## src/rtl/current_pu_scheduler_pkg.sv

```systemverilog
// rtl/current_pu_scheduler_pkg.sv - shared parameters, state encoding and helpers for the per-unit scheduler
// Purpose: project-wide defaults for data width, channel count and timeout,
//          plus the scheduler FSM state encoding.
// Ports:   none (package).
package current_pu_scheduler_pkg;

  localparam int PU_DATA_WIDTH     = 16;
  localparam int PU_CH_NUM         = 3;
  localparam int PU_TIMEOUT_CYCLES = 64;

  // The sample/shadow/output banks are tied to the three phase ports.
  localparam int PU_PHASE_NUM = 3;
  localparam int PU_IDX_W     = 2;

  typedef enum logic [1:0] {
    ST_IDLE  = 2'd0,
    ST_ISSUE = 2'd1,
    ST_WAIT  = 2'd2,
    ST_DONE  = 2'd3
  } pu_state_e;

  // Counter width that can hold 0 .. n-1, never narrower than one bit.
  function automatic int cnt_width(input int n);
    return (n > 1) ? $clog2(n) : 1;
  endfunction

endpackage

```

## src/rtl/current_pu_timeout_counter.sv

```systemverilog
// rtl/current_pu_timeout_counter.sv - wait-cycle counter that flags an overdue per-unit result
// Purpose: counts enabled cycles; expire_o is high in the enabled cycle that
//          would be the TIMEOUT_CYCLES-th consecutive one.
// Ports:
//   clk_i     : clock, rising edge
//   reset_ni  : synchronous active-low reset
//   clear_i   : return the count to zero (wins over enable_i)
//   enable_i  : count this cycle
//   expire_o  : combinational, enabled cycle with the count at TIMEOUT_CYCLES-1
module current_pu_timeout_counter
  import current_pu_scheduler_pkg::*;
#(
  parameter int TIMEOUT_CYCLES = PU_TIMEOUT_CYCLES
) (
  input  logic clk_i,
  input  logic reset_ni,
  input  logic clear_i,
  input  logic enable_i,
  output logic expire_o
);

  localparam int CNT_W = cnt_width(TIMEOUT_CYCLES);
  localparam logic [CNT_W-1:0] CNT_LAST = CNT_W'(TIMEOUT_CYCLES - 1);

  logic [CNT_W-1:0] cnt_q;
  logic [CNT_W-1:0] cnt_d;

  always_comb begin
    cnt_d = cnt_q;
    if (clear_i) begin
      cnt_d = '0;
    end else if (enable_i) begin
      cnt_d = (cnt_q == CNT_LAST) ? '0 : cnt_q + CNT_W'(1);
    end
  end

  always_ff @(posedge clk_i) begin
    if (!reset_ni) begin
      cnt_q <= '0;
    end else begin
      cnt_q <= cnt_d;
    end
  end

  assign expire_o = enable_i && !clear_i && (cnt_q == CNT_LAST);

endmodule

```

## src/rtl/current_pu_scheduler.sv

```systemverilog
// rtl/current_pu_scheduler.sv - sequences a phase-current triplet through one shared per-unit datapath
// Purpose: latches ia/ib/ic, issues them one at a time to the external
//          per-unit datapath, collects the results into shadow registers and
//          publishes all three together; aborts on a per-channel timeout.
// Ports:
//   sys_clk, reset_n                     : clock, synchronous active-low reset
//   sample_valid_in, ia_in, ib_in, ic_in : raw current triplet strobe and data
//   pu_value_valid_out, pu_value_out     : request to the per-unit datapath
//   pu_done_in, pu_result_in             : completion from the per-unit datapath
//   ia_pu_out, ib_pu_out, ic_pu_out      : per-unit currents, updated atomically
//   convert_done_out                     : strobe, outputs were just updated
//   busy_out                             : conversion in progress
//   timeout_err_out, overrun_err_out     : error strobes
module current_pu_scheduler
  import current_pu_scheduler_pkg::*;
#(
  parameter int DATA_WIDTH     = PU_DATA_WIDTH,
  parameter int CH_NUM         = PU_CH_NUM,
  parameter int TIMEOUT_CYCLES = PU_TIMEOUT_CYCLES
) (
  input  logic                         sys_clk,
  input  logic                         reset_n,
  input  logic                         sample_valid_in,
  input  logic signed [DATA_WIDTH-1:0] ia_in,
  input  logic signed [DATA_WIDTH-1:0] ib_in,
  input  logic signed [DATA_WIDTH-1:0] ic_in,
  output logic                         pu_value_valid_out,
  output logic signed [DATA_WIDTH-1:0] pu_value_out,
  input  logic                         pu_done_in,
  input  logic signed [DATA_WIDTH-1:0] pu_result_in,
  output logic signed [DATA_WIDTH-1:0] ia_pu_out,
  output logic signed [DATA_WIDTH-1:0] ib_pu_out,
  output logic signed [DATA_WIDTH-1:0] ic_pu_out,
  output logic                         convert_done_out,
  output logic                         busy_out,
  output logic                         timeout_err_out,
  output logic                         overrun_err_out
);

  localparam logic [PU_IDX_W-1:0] LAST_IDX = PU_IDX_W'(CH_NUM - 1);

  typedef logic signed [DATA_WIDTH-1:0] word_t;

  pu_state_e state_q, state_d;
  logic [PU_IDX_W-1:0] idx_q, idx_d;

  word_t sample_q [PU_PHASE_NUM];
  word_t sample_d [PU_PHASE_NUM];
  word_t shadow_q [PU_PHASE_NUM];
  word_t shadow_d [PU_PHASE_NUM];
  word_t pu_out_q [PU_PHASE_NUM];
  word_t pu_out_d [PU_PHASE_NUM];

  logic convert_done_q, convert_done_d;
  logic timeout_err_q, timeout_err_d;
  logic overrun_err_q, overrun_err_d;

  word_t sample_sel;
  logic  tmo_clear;
  logic  tmo_enable;
  logic  tmo_expire;

  // Counter only runs while waiting; a done in the same cycle both clears it
  // and suppresses expiry, so a result landing on the last cycle still wins.
  assign tmo_enable = (state_q == ST_WAIT) && !pu_done_in;
  assign tmo_clear  = (state_q != ST_WAIT) || pu_done_in;

  current_pu_timeout_counter #(
    .TIMEOUT_CYCLES(TIMEOUT_CYCLES)
  ) u_timeout (
    .clk_i    (sys_clk),
    .reset_ni (reset_n),
    .clear_i  (tmo_clear),
    .enable_i (tmo_enable),
    .expire_o (tmo_expire)
  );

  always_comb begin
    sample_sel = '0;
    for (int i = 0; i < PU_PHASE_NUM; i++) begin
      if (idx_q == PU_IDX_W'(i)) begin
        sample_sel = sample_q[i];
      end
    end
  end

  always_comb begin
    state_d            = state_q;
    idx_d              = idx_q;
    sample_d           = sample_q;
    shadow_d           = shadow_q;
    pu_out_d           = pu_out_q;
    convert_done_d     = 1'b0;
    timeout_err_d      = 1'b0;
    // Any sample arriving outside IDLE is dropped and reported next cycle.
    overrun_err_d      = sample_valid_in && (state_q != ST_IDLE);
    pu_value_valid_out = 1'b0;
    pu_value_out       = '0;

    case (state_q)
      ST_IDLE: begin
        if (sample_valid_in) begin
          sample_d[0] = ia_in;
          sample_d[1] = ib_in;
          sample_d[2] = ic_in;
          idx_d       = '0;
          state_d     = ST_ISSUE;
        end
      end

      ST_ISSUE: begin
        pu_value_valid_out = 1'b1;
        pu_value_out       = sample_sel;
        state_d            = ST_WAIT;
      end

      ST_WAIT: begin
        if (pu_done_in) begin
          for (int i = 0; i < PU_PHASE_NUM; i++) begin
            if (idx_q == PU_IDX_W'(i)) begin
              shadow_d[i] = pu_result_in;
            end
          end
          if (idx_q == LAST_IDX) begin
            state_d = ST_DONE;
          end else begin
            idx_d   = idx_q + PU_IDX_W'(1);
            state_d = ST_ISSUE;
          end
        end else if (tmo_expire) begin
          // Partial shadow contents stay hidden; the next conversion
          // rewrites every channel before publishing.
          timeout_err_d = 1'b1;
          state_d       = ST_IDLE;
        end
      end

      ST_DONE: begin
        pu_out_d       = shadow_q;
        convert_done_d = 1'b1;
        state_d        = ST_IDLE;
      end

      default: begin
        state_d = ST_IDLE;
      end
    endcase
  end

  always_ff @(posedge sys_clk) begin
    if (!reset_n) begin
      state_q        <= ST_IDLE;
      idx_q          <= '0;
      convert_done_q <= 1'b0;
      timeout_err_q  <= 1'b0;
      overrun_err_q  <= 1'b0;
      for (int i = 0; i < PU_PHASE_NUM; i++) begin
        sample_q[i] <= '0;
        shadow_q[i] <= '0;
        pu_out_q[i] <= '0;
      end
    end else begin
      state_q        <= state_d;
      idx_q          <= idx_d;
      convert_done_q <= convert_done_d;
      timeout_err_q  <= timeout_err_d;
      overrun_err_q  <= overrun_err_d;
      for (int i = 0; i < PU_PHASE_NUM; i++) begin
        sample_q[i] <= sample_d[i];
        shadow_q[i] <= shadow_d[i];
        pu_out_q[i] <= pu_out_d[i];
      end
    end
  end

  assign ia_pu_out        = pu_out_q[0];
  assign ib_pu_out        = pu_out_q[1];
  assign ic_pu_out        = pu_out_q[2];
  assign convert_done_out = convert_done_q;
  assign timeout_err_out  = timeout_err_q;
  assign overrun_err_out  = overrun_err_q;
  assign busy_out         = (state_q != ST_IDLE);

endmodule

```

## config.mk

```make
export PLATFORM = sky130hd
export DESIGN_NAME = current_pu_scheduler
export DESIGN_NICKNAME = d
export VERILOG_FILES = /design/src/rtl/current_pu_scheduler_pkg.sv /design/src/rtl/current_pu_timeout_counter.sv /design/src/rtl/current_pu_scheduler.sv
export SDC_FILE = /design/constraint.sdc
export NUM_CORES = 1
export LEC_CHECK = 0
export CAP_MARGIN = 25
export CORE_MARGIN = 1
export CORE_UTILIZATION = 40
export DETAILED_ROUTE_END_ITERATION = 12
export PLACE_DENSITY_LB_ADDON = 0.12
export SLEW_MARGIN = 10
export SYNTH_ARGS = -nofsm -noshare
export SYNTH_HDL_FRONTEND = slang
export SYNTH_SLANG_ARGS = --single-unit
```

## constraint.sdc

```tcl
create_clock -name sys_clk -period 1.9 [get_ports sys_clk]
set_clock_uncertainty 0.2 [all_clocks]
set_input_delay 0.38 -clock sys_clk [delete_from_list [all_inputs] [get_ports sys_clk]]
set_output_delay 0.38 -clock sys_clk [all_outputs]
set_load 0.03 [all_outputs]
```

* Yosys cells after proc, flatten, opt, wreduce, memory -nomap -nowiden *
Index checks and enable logic that the tools add are counted.

operators by class
  reduce and logical (&&, ||, !) cells = 19
  muxes and demuxes = 17
  $add $sub $neg = 2
  bitwise operators = 2
  equality and inequality tests = 11

operators with widths
  kind                                                  count
  2-to-1 mux 16 bit                                     4
  2-to-1 mux 2 bit                                      7
  AND reduction 3 bit                                   3
  != test 2 bit (second input constant)                 4
  one-hot mux 2 bit (4 select lines)                    1
  adder 6 x 1 -> 6 bit (second input constant)          1
  equality test 2 bit (second input constant)           3
  equality test 6 bit (second input constant)           1
  2-to-1 mux 6 bit                                      1
  equality test 2 x 1 -> 1 bit (second input constant)  2
  logical AND 1 bit                                     4
  zero test 2 bit                                       2
  one-hot mux 2 bit (2 select lines)                    1
  AND reduction 2 bit                                   2
  AND reduction 4 bit                                   1
  nonzero test 2 bit                                    2
  2-to-1 mux 1 bit                                      3
  != test 3 bit (second input constant)                 1
  OR reduction 3 bit                                    1
  adder 2 x 1 -> 2 bit (second input constant)          1
  zero test 1 bit                                       2
  NOT 1 bit                                             2
  OR reduction 2 bit                                    1
  logical OR 1 bit                                      1

word-level totals
  flip-flop bits (word level) = 157
  logic and storage cells = 66

* Depth between registers and ports, before layout *
  depth in word-level cells = 8
  depth in mapped cells = 8
  gate-level depth less buffers = 5

* Hierarchy *
From an unflattened synthesis, not the netlist that was laid out.

unflattened totals
  cells, all modules = 725
  area total of the unflattened synthesis = 6115.9 um2

modules (own cells, without submodules)
  module                      area an instance (um2)  cells each  times used
  current_pu_scheduler        5854.4                  697         1
  current_pu_timeout_counter  261.5                   28          1

* Worst setup path before layout *
OpenSTA, ideal clock, no wires.

  path type = flip-flop to output port
  from = register idx_q[0]
  to = output pu_value_out[10]
  cell stages (with the launch flop) = 7
  path slack = -340 ps
  data arrival time = 1660 ps
  path buffers = 3
  cells stage by stage = dfxtp_1 inv_1 ha_1 clkbuf_1 clkbuf_1 buf_1 o211a_1

between the ends
  word-level cells in the longest chain between the ends = 5
  elaborated cells on any way between the ends = 7
  classes of those cells = eq/ne (2); mux (4); reduce/logical (1)

ends and longest elaborated chain
  item                             RTL line                     source
  start, declared                  current_pu_scheduler.sv:45   logic [PU_IDX_W-1:0] idx_q, idx_d;
  start signal, assigned           current_pu_scheduler.sv:164  idx_q <= idx_d;
  zero test 2 bit                  current_pu_scheduler.sv:81   if (idx_q == PU_IDX_W'(i)) begin
  2-to-1 mux 16 bit (2 in series)  current_pu_scheduler.sv:81
  2-to-1 mux 16 bit *              current_pu_scheduler.sv:81
  2-to-1 mux 16 bit *              current_pu_scheduler.sv:100  case (state_q)
  end, declared                    current_pu_scheduler.sv:28   output logic signed [DATA_WIDTH-1:0] pu_value_out,

Mark *: on every way between the ends. The rest lies on a longest branch, timed or not.

* Worst setup path in the final report *
  from = register idx_q[1]
  to = output pu_value_out[6]

The elaborated chain is that of the path after synthesis.

==> run summary <==
Status
* **result of the run** finished with violations
* **failing checks** setup timing

Layout
* **diodes inserted** 0
* **Layout Area Growth over Synthesis** 41.29%
* **share of layout cells above drive strength 1** 14.79%
* **commonest cells after routing, fill and taps aside** sky130_fd_sc_hd__nand2_1 (310), sky130_fd_sc_hd__dfxtp_1 (153), sky130_fd_sc_hd__a21boi_0 (112)
* **most common library cell in the layout ignoring fill and taps** sky130_fd_sc_hd__nand2_1
* **share of the core filled with cells** 58.89%
* **Fillers** 1,388
* **multi-input logic area** 3252 um^2
* **footprint of the flip-flops and latches** 3153 um^2
* **Layout Nets** 995
* **Non-Filler Instances** 1,144

Yosys
* **average footprint of a synthesized cell** 8.129 um^2
* **instance count of the mapped netlist** 791
* **primary flip-flop cell chosen by synthesis mapping** sky130_fd_sc_hd__dfxtp_1
* **number of synthesized flops with an enable pin** 0
* **Synth Cell Area** 6430 um^2
* **cell taking the most area after synthesis** sky130_fd_sc_hd__dfxtp_1
* **proportion of netlist area held by the largest area contributor** 48.88%
* **share of async-settable or async-resettable flops after synthesis** 0%
* **share of synthesized area occupied by flip-flops and latches** 48.88%
* **syn nets** 863
* **number of warnings reported in the yosys synthesis log** 0
* **synthesis-stage register bit count** 157
* **number of distinct standard cells referenced by the synthesized netlist** 36
* **Synth area leaders** sky130_fd_sc_hd__dfxtp_1 (49%), sky130_fd_sc_hd__nand2_1 (19%), sky130_fd_sc_hd__a21boi_0 (17%)

Detailed routing
* **drt total wl** 17,000 um
* **Residual DRC** 0
* **number of DRC markers after the initial detailed-route iteration** 368
* **post-detailed-route wirelength per cell** 14.86 um
* **ANT nets after route** 0
* **Vias** 5,684
* **post-DR vias/cell** 4.969
* **first-pass iteration count of the detailed router** 4

Timing
* **total count of hold-check failures in the final report** 0
* **final setup vio count** 30
* **fmax** 0.4406 GHz
* **Max Slew Vio Count** 0
* **final worst slack** -369.7 ps
* **ratio of final minimum period to clock period** 119.5%
* **worst slew margin relative to its limit** 74.31%
* **transition at the pin with the smallest max-transition slack** 385.4 ps
* **final worst path period need** 2270 ps
* **setup repair after global routing missed its margin** true
* **final-layout setup total negative slack** -5903 ps

Floorplanning
* **Top-Level Pins** 137
* **overall die height** 128.8 um
* **effective utilization at floorplan** 41.68%
* **Die Width** 128.8 um
* **core box area** 15,430 um^2
* **Die Outline Area** 16,590 um^2
* **number of placement rows** 45

Job
* **number of max-cap violations** 0

Global routing
* **pin count of the biggest net entering global routing** 49
* **wire length of the first global-routing pass** 27,360 um
* **routing usage on met1** 26.20%
* **global-route usage over all layers** 21.23%
* **initial antenna violation count** 0
* **global route hottest layer** met2
* **sum of overflow across all layers after global routing** 0
* **via count of the first global-routing pass** 5,463
* **met3 routing resource usage after global routing** 5.364%
* **GR Layer Usage met2** 36.22%

Critical path
* **type of origin of the critical path** register
* **capturing point of the worst reg2reg path** shadow_q[46]
* **launch instance of the worst register-to-register path** idx_q[0]
* **reg2reg path depth** 10
* **setup slack on the worst flop-to-flop path** -30 ps
* **required time at the endpoint of the critical path** 1320 ps
* **Worst Path Arrival** 1690 ps
* **startpoint-to-endpoint class of the critical path** reg2out
* **type of element capturing the critical path** primary output
* **crit path max fanout** 9

Clocking
* **post-CTS clock slew at the launch and capture registers of the worst setup and hold paths** 60 ps
* **Clock Sinks** 157
* **TritonCTS Buffers** 17
* **H-Tree Level Count** 4
* **buffers from clock root to sink, at most** 2
* **clock tree root driver cell** sky130_fd_sc_hd__clkbuf_16
* **TritonCTS clock tree** done
* **insertion delay to the later sink of the worst-skew pair** 410 ps

Power
* **peak supply drop** 0.0006459 V
* **Leakage** 3.533 nW
* **total power per unit cell area** 798.5 nW/um^2

Hold path
* **Min-Delay Path Depth** 2
* **Tightest Hold Check Type** in2reg
* **origin of the worst min-delay path** reset_n
* **Hold Path Sink** sample_q[38]

Placed design
* **Final HPWL DP** 11,400 um
* **Placer Congestion** 0.8127
* **number of port buffers** 136
* **cell count after placement** 1,106

## flip-flops by register name, summed over array words and instances (netlist names)
signal,cells
sample_q,48
shadow_q,48
overrun_err_out,1
timeout_err_out,1
u_timeout.cnt_q,6
ic_pu_out,16
convert_done_out,1
ib_pu_out,16
ia_pu_out,16
idx_q,2
state_q,2
## what timing repair did
| item | 4_1_cts | 5_1_grt |
|---|---|---|
| endpoints found under the setup margin | 68 | 49 |
| buffers inserted | 4 | 0 |
| gates resized for setup | 135 | 47 |
| hold buffers | 0 | 0 |
| pin swaps | 5 | 12 |
| gates cloned | 3 | 2 |
## layer usage
| metal | vias to the layer above | wire length [um] |
|---|---|---|
| met5 | - | 0 |
| met4 | 0 | 241 |
| met3 | 18 | 863 |
| met2 | 151 | 8338 |
| met1 | 2672 | 7553 |
| li1 | 2843 | - |
## worst max path at each step
stage,start,endpoint,depth (start not counted)
6_report,idx_q[1],pu_value_out[6],7
5_1_grt,idx_q[0],pu_value_out[6],7
4_1_cts,idx_q[0],pu_value_out[9],7
3_5_place_dp,pu_done_in,u_timeout.cnt_q[5],4
3_3_place_gp,pu_done_in,u_timeout.cnt_q[5],4
2_1_floorplan,idx_q[1],pu_value_out[1],7
## worst max-delay path: stages (launching register included)
cell and delay, ps:
sky130_fd_sc_hd__dfxtp_2 350, sky130_fd_sc_hd__inv_4 50, sky130_fd_sc_hd__ha_4 190, sky130_fd_sc_hd__buf_12 150, sky130_fd_sc_hd__nand2_1 80, sky130_fd_sc_hd__o21ai_2 60
sky130_fd_sc_hd__o211a_4 250, sky130_fd_sc_hd__buf_6 130
## kinds of logic (layout without fill, tap and decap cells)
kind of cell	count (synthesis)	in the layout	share of synthesized area, %
adders and majority gates	4	4	0.7784
buffers and inverters	65	207	4.261
and+or+nand+nor	376	376	24.11
xor gates and xnor gates	2	2	0.2725
muxes	2	2	0.3114
AOI/OAI and AO/OA	185	185	21.39
DFF	157	157	48.88
## cell usage after synthesis (2+ instances only)
cell                       instances
sky130_fd_sc_hd__nor2_1            5
sky130_fd_sc_hd__o21ai_0          18
sky130_fd_sc_hd__a21boi_0        143
sky130_fd_sc_hd__a21oi_1           3
sky130_fd_sc_hd__nand4b_1          3
sky130_fd_sc_hd__mux2i_1           2
sky130_fd_sc_hd__dfxtp_1         157
sky130_fd_sc_hd__buf_4             2
sky130_fd_sc_hd__nand2_1         327
sky130_fd_sc_hd__o21bai_1          2
sky130_fd_sc_hd__and4b_1           3
sky130_fd_sc_hd__ha_1              4
sky130_fd_sc_hd__buf_2            18
sky130_fd_sc_hd__nand3_1           5
sky130_fd_sc_hd__nand2b_1         18
sky130_fd_sc_hd__o211a_1          16
sky130_fd_sc_hd__and3_1            2
sky130_fd_sc_hd__inv_1             3
sky130_fd_sc_hd__clkbuf_1         41
sky130_fd_sc_hd__nor2b_1           2
sky130_fd_sc_hd__a21boi_1          2
## final cells by class
cell class / instances / share of cell area (%)
Sequential cell: 157 / 34.71
Clock inverter: 8 / 1.060
Inverter: 3 / 0.2066
Clock buffer: 21 / 4.848
Timing Repair Buffer: 175 / 20.48
Multi-Input combinational cell: 569 / 35.79
Tap cell: 211 / 2.906
## stage by stage
step	power, mW	cell area, um^2	worst slack (ps)	hold slack (ps)
2_1_floorplan	3.810	6539	4.574	229.9
3_3_place_gp	4.100	8188	-206.5	245.5
3_5_place_dp	4.112	8188	-245.0	251.6
4_1_cts	7.309	8942	-377.6	206.9
5_1_grt	7.535	9085	-432.2	222.6
6_report	7.254	9085	-369.7	219.0
## power breakdown
group / switching, mW / total, mW / internal [mW]
clock network: 1.25 / 3.15 / 1.90
logic: 0.334 / 0.683 / 0.349
registers: 0.0482 / 3.42 / 3.37
total: 1.63 / 7.25 / 5.63
(Power assumes the default switching activity.)
